==> config.mk <==
export PLATFORM = sky130hd
export DESIGN_NAME = serial_sub_flat
export DESIGN_NICKNAME = d
export VERILOG_FILES = /design/src/rtl/serial_sub_if.sv /design/src/rtl/serial_sub.sv /design/src/flat_wrapper.sv
export SDC_FILE = /design/constraint.sdc
export NUM_CORES = 1
export LEC_CHECK = 0
export CAP_MARGIN = 30
export CORE_AREA = 2 2 84 46
export DETAILED_ROUTE_END_ITERATION = 10
export DIE_AREA = 0 0 86 48
export PLACE_DENSITY = 0.75
export SLEW_MARGIN = 20
export SYNTH_ARGS = -nofsm -noshare
export SYNTH_HDL_FRONTEND = slang
export SYNTH_SLANG_ARGS = --single-unit
==> constraint.sdc <==
create_clock -name clk -period 2 [get_ports clk]
set_input_delay 0.2 -clock clk [delete_from_list [all_inputs] [get_ports clk]]
set_output_delay 0.2 -clock clk [all_outputs]
set_load 0.1 [all_outputs]
==> src/rtl/serial_sub_if.sv <==
// Start/busy/done handshake and operand/result bus for the bit-serial subtractor.
// The controller holds the master modport and the subtractor holds the slave modport.
interface serial_sub_if #(
  parameter int unsigned WIDTH = 8
);

  logic             start;  // request, sampled only while busy=0
  logic [WIDTH-1:0] a;      // minuend
  logic [WIDTH-1:0] b;      // subtrahend
  logic             bi;     // borrow-in
  logic             busy;   // high while bits are being computed
  logic             done;   // one-cycle pulse: d/bo valid
  logic [WIDTH-1:0] d;      // difference, held until next completion
  logic             bo;     // final borrow-out, held with d

  modport master (
    output start,
    output a,
    output b,
    output bi,
    input  busy,
    input  done,
    input  d,
    input  bo
  );

  modport slave (
    input  start,
    input  a,
    input  b,
    input  bi,
    output busy,
    output done,
    output d,
    output bo
  );

endinterface

==> src/rtl/serial_sub.sv <==
// Bit-serial subtractor: D = A - B - BI, one bit per clock, LSB first.
// A single 1-bit full-subtractor cell feeds a borrow register. Operands are latched on the
// accepted start and shifted right. The difference bits shift in at the MSB end of a
// partial-result register.
module serial_sub #(
  parameter int unsigned WIDTH = 8
) (
  input  logic        clk,
  input  logic        rst_n,
  serial_sub_if.slave bus
);

  // Counter sized to hold 0..WIDTH.
  localparam int unsigned CNT_W = $clog2(WIDTH + 1);

  typedef enum logic [1:0] {
    StIdle = 2'd0,
    StRun  = 2'd1,
    StDone = 2'd2
  } state_e;

  state_e r_state;
  state_e w_state_next;

  logic [WIDTH-1:0] r_a;
  logic [WIDTH-1:0] r_b;
  logic             r_br;
  logic [CNT_W-1:0] r_cnt;
  logic [WIDTH-1:0] r_d;
  logic             r_bo;

  logic             w_accept;
  logic             w_shift;
  logic             w_last;
  logic             w_busy;
  logic             w_done;
  logic             w_a0;
  logic             w_b0;
  logic             w_diff;
  logic             w_br_next;
  logic [WIDTH-1:0] w_res_full;

  // Full-subtractor cell on the current LSBs and the running borrow.
  assign w_a0      = r_a[0];
  assign w_b0      = r_b[0];
  assign w_diff    = w_a0 ^ w_b0 ^ r_br;
  assign w_br_next = (~w_a0 & w_b0) | (~(w_a0 ^ w_b0) & r_br);

  assign w_shift = (r_state == StRun);
  assign w_last  = (r_cnt == CNT_W'(WIDTH - 1));

  // The partial-result register holds only WIDTH-1 bits. The final bit goes straight
  // into d, together with the stored bits, so d is already valid during the done cycle.
  if (WIDTH == 1) begin : g_res_w1
    assign w_res_full = w_diff;
  end else begin : g_res_wn
    logic [WIDTH-2:0] r_res;

    // Partial-result shift register: newest difference bit enters at the MSB.
    always_ff @(posedge clk or negedge rst_n) begin
      if (!rst_n) begin
        r_res <= '0;
      end else if (w_accept) begin
        r_res <= '0;
      end else if (w_shift) begin
        r_res <= w_res_full[WIDTH-1:1];
      end
    end

    assign w_res_full = {w_diff, r_res};
  end

  // FSM state register.
  always_ff @(posedge clk or negedge rst_n) begin
    if (!rst_n) begin
      r_state <= StIdle;
    end else begin
      r_state <= w_state_next;
    end
  end

  // Next-state and handshake decode. DONE accepts a new start just like IDLE does.
  always_comb begin
    w_state_next = r_state;
    w_accept     = 1'b0;
    w_busy       = 1'b0;
    w_done       = 1'b0;
    case (r_state)
      StIdle: begin
        if (bus.start) begin
          w_accept     = 1'b1;
          w_state_next = StRun;
        end
      end
      StRun: begin
        w_busy = 1'b1;
        if (w_last) begin
          w_state_next = StDone;
        end
      end
      StDone: begin
        w_done = 1'b1;
        if (bus.start) begin
          w_accept     = 1'b1;
          w_state_next = StRun;
        end else begin
          w_state_next = StIdle;
        end
      end
      default: begin
        w_state_next = StIdle;
      end
    endcase
  end

  // Operand shift registers, borrow and bit counter. Operands are sampled only on accept.
  always_ff @(posedge clk or negedge rst_n) begin
    if (!rst_n) begin
      r_a   <= '0;
      r_b   <= '0;
      r_br  <= 1'b0;
      r_cnt <= '0;
    end else if (w_accept) begin
      r_a   <= bus.a;
      r_b   <= bus.b;
      r_br  <= bus.bi;
      r_cnt <= '0;
    end else if (w_shift) begin
      r_a   <= r_a >> 1;
      r_b   <= r_b >> 1;
      r_br  <= w_br_next;
      r_cnt <= r_cnt + 1'b1;
    end
  end

  // Result outputs update only on the last RUN edge, so they are valid with done.
  always_ff @(posedge clk or negedge rst_n) begin
    if (!rst_n) begin
      r_d  <= '0;
      r_bo <= 1'b0;
    end else if (w_shift && w_last) begin
      r_d  <= w_res_full;
      r_bo <= w_br_next;
    end
  end

  assign bus.busy = w_busy;
  assign bus.done = w_done;
  assign bus.d    = r_d;
  assign bus.bo   = r_bo;

  // Handshake sanity: never busy and done together; done never lasts two cycles.
  a_busy_done_excl : assert property (@(posedge clk) disable iff (!rst_n)
    !(w_busy && w_done));
  a_done_single : assert property (@(posedge clk) disable iff (!rst_n)
    w_done |=> !w_done);

endmodule

==> src/flat_wrapper.sv <==
// flat-port wrapper written by rule: the top's interface ports become plain ports
module serial_sub_flat 
#(
  parameter int unsigned WIDTH = 8
)
  (clk, rst_n, bus_start, bus_a, bus_b, bus_bi, bus_busy, bus_done, bus_d, bus_bo);
  serial_sub_if #(.WIDTH(WIDTH)) bus_i ();
  input  logic clk;
  input  logic rst_n;
  input wire logic [$bits(bus_i.start)-1:0] bus_start;
  input wire logic [$bits(bus_i.a)-1:0] bus_a;
  input wire logic [$bits(bus_i.b)-1:0] bus_b;
  input wire logic [$bits(bus_i.bi)-1:0] bus_bi;
  output wire logic [$bits(bus_i.busy)-1:0] bus_busy;
  output wire logic [$bits(bus_i.done)-1:0] bus_done;
  output wire logic [$bits(bus_i.d)-1:0] bus_d;
  output wire logic [$bits(bus_i.bo)-1:0] bus_bo;
  assign bus_i.start = bus_start;
  assign bus_i.a = bus_a;
  assign bus_i.b = bus_b;
  assign bus_i.bi = bus_bi;
  assign bus_busy = bus_i.busy;
  assign bus_done = bus_i.done;
  assign bus_d = bus_i.d;
  assign bus_bo = bus_i.bo;
  serial_sub #(.WIDTH(WIDTH)) u_core (.clk(clk), .rst_n(rst_n), .bus(bus_i));
endmodule
==> qor.csv <==
metric;value;unit
status;complete, no violations;
Post-Syn Nets;161;
vias in the first global route;1088;
reg2reg path depth;4;
r2r startpoint;u_core.r_cnt[0];
Core ar.;3320;sq um
Slew Limit Fails;0;
synth top area cells;dfrtp_1 (61%), mux2_2 (5.6%), a22o_1 (5.4%);
Crit path largest cell delay;0.39;ns
Post-Syn Area;1610;sq um
count of input and output buffers;30;
wire length per cell;15.1;um
layout overhead on the synthesized area;26.8;%
overall die width;86;um
Clock Root Buffer;clkbuf_8;
setup TNS;0;ns
met1 Track Usage GR;0.240;
Setup-failing EPs final;0;
Hold Fails Final Rpt;0;
layout cells sized above 1;0.185;
layer with the highest usage;met2;
Slew @ Worst Pin;0.797;ns
Worst Path Buf+Inv;3;
Layout Skew;0.00607;ns
post-layout minimum cycle time;1.71;ns
clock sinks;39;
share of flip-flops with an asynchronous set or reset;1.00;
num rows;15;
fin crit share;0.856;
Crit. Startpoint;u_core.r_state[1];
Critical Path RT;1.80;ns
Max-slew headroom;0.469;
Synth top cells by count;dfrtp_1 (39), nand2_1 (22), nor2_1 (11);
IO Pins;31;
drt drc;0;
CP arrival;1.51;ns
Bufs on Longest Clock Path;2;
Netlist cell types;26;
post-CTS resize count;0;
MaxCap Viol Count;0;
Routability Congestion;0.746;
Hold Path Class;primary input to asynchronous set/reset pin;
met3 Usage GRT;0.0500;
Worst Setup EP;bus_busy;
top cell type by total area after synthesis;dfrtp_1;
final WL;3260;um
vias per cell;5.46;
initial antenna violation count;0;
Worst Path Class, Setup;flop to output port;
post-route ant nets;0;
Initial Util;0.485;
TritonCTS clock tree;yes;
Mapped Cells;139;
Worst path slowest cell;dfrtp_1;
Worst path top cell family by delay;buffers and inverters;
gr usage total;0.172;
first-pass GRT wire length;5120;um
die height;48;um
FF-to-FF setup slack;0.37;ns
Crit path depth;4;
Post-DP HPWL;2190;um
CTS H-tree depth;2;
Yosys reg bits;39;
CP Capture Type;output port;
crit path max fanout;26;
clock slew at the register clock pins of the worst setup and hold paths;0.08;ns
postcts setup bufs;0;
cell breakdown of the critical path;nand2b_1 -> clkinv_1 -> buf_4 -> buf_12;
die area;4130;sq um
Synth top area share;0.606;
Avg Cell Area, Syn;11.6;sq um
post-route cell area;2040;sq um
unrepaired setup endpoints after global routing;false;
met2 GRT Util;0.247;
Power Dens Cells;1860;nW/um^2
sequential share of the synthesized area;0.606;
TritonRoute pass-1 iters;4;
ANT cells;0;
critical path launch point type;flop;
Max Freq;584;MHz
dominant synthesized flop cell;dfrtp_1;
vias post-DR;1174;
static leakage;0.952;nW
YS warnings;0;
Inserted Clock Buffers;5;
largest net degree at the start of global routing;40;
Placed Area;1920;sq um
most instantiated library cell after synthesis;dfrtp_1;
total grt overflow;0;
Max rail drop VDD;1.26;mV
Layout Nets;195;
Fillers;264;
total chip power;0.00379;W
FF-to-FF End;u_core.bus.d[5];
clk_lat worst skew;0.30;ns
Iter 0 DRT Violations;78;
number of enable flip-flop cells after synthesis;0;
cts hold-fix bufs;0;
-- per-stage QoR --
| stage | setup slack (ns) | util | cells | hold slack [ns] |
|---|---|---|---|---|
| floorplan | 0.407 | - | 139 | -0.0956 |
| global placement | 0.366 | 0.579 | 206 | 0.339 |
| detailed placement | 0.349 | 0.579 | 206 | 0.362 |
| CTS | 0.272 | 0.606 | 213 | 0.0399 |
| global route | 0.212 | 0.615 | 215 | 0.313 |
| finish | 0.289 | 0.615 | 215 | 0.290 |
-- cell families after synthesis --
kind of cell | Yosys count | synth area share
AOI/OAI and AO/OA | 27 | 0.127
and+or+nand+nor | 48 | 0.138
buffers and inverters | 12 | 0.0350
adders and majority gates | 2 | 0.0202
muxes | 10 | 0.0684
DFF | 39 | 0.606
xor gates and xnor gates | 1 | 0.00544
-- routing by layer --
layer | vias up | share of wire
li1 | 554 | -
met5 | - | 0
met2 | 34 | 0.42
met3 | 5 | 0.052
met1 | 581 | 0.51
met4 | 0 | 0.014
-- cells in the final DEF (no fill, tap or decap), types with 3 or more instances in the layout --
cell,count
inv_1,3
a22oi_1,5
nor2_1,11
dfrtp_1,39
nand3_1,6
buf_4,13
a31oi_1,7
nand2_1,22
a22o_1,10
clkdlybuf4s50_1,18
mux2_2,8
clkbuf_8,6
-- registers in the layout, summed over array words and instances (netlist names) --
name                   cells
u_core.r_br                1
u_core.r_cnt               4
u_core.bus.d               8
u_core.r_b                 8
u_core.r_state             2
u_core.g_res_wn.r_res      7
u_core.r_a                 8
u_core.bus.bo              1
-- how the worst min path moves through the flow --
stage / startpoint / end / slack [ns] / cells after the start
after floorplan: rst_n / u_core.bus.bo / -0.1 / 0
after global placement: rst_n / u_core.bus.d[3] / 0.34 / 1
after detailed placement: rst_n / u_core.bus.d[5] / 0.36 / 1
after CTS: rst_n / u_core.bus.d[1] / 0.04 / 1
after global routing: rst_n / u_core.r_b[6] / 0.31 / 2
final: rst_n / u_core.bus.d[3] / 0.29 / 2
-- cell type report --
type | count | area [sq um] | share of cell area
flip-flops and latches | 39 | 976 | 0.478
repair buffers | 35 | 333 | 0.163
clock buffers | 6 | 82.6 | 0.0404
clock inverters | 1 | 5.00 | 0.00245
inverters | 4 | 15.0 | 0.00735
well taps | 42 | 52.6 | 0.0257
multi-input cells | 88 | 578 | 0.283
-- where the power goes --
part	total [W]	leakage [nW]	internal (W)	switching (W)
combinational	0.00188	0.415	0.000626	0.00125
sequential	0.00137	0.490	0.00114	0.000225
clock	0.000541	0.0470	0.000271	0.000270
total	0.00379	0.952	0.00204	0.00175
(Power assumes the default switching activity.)
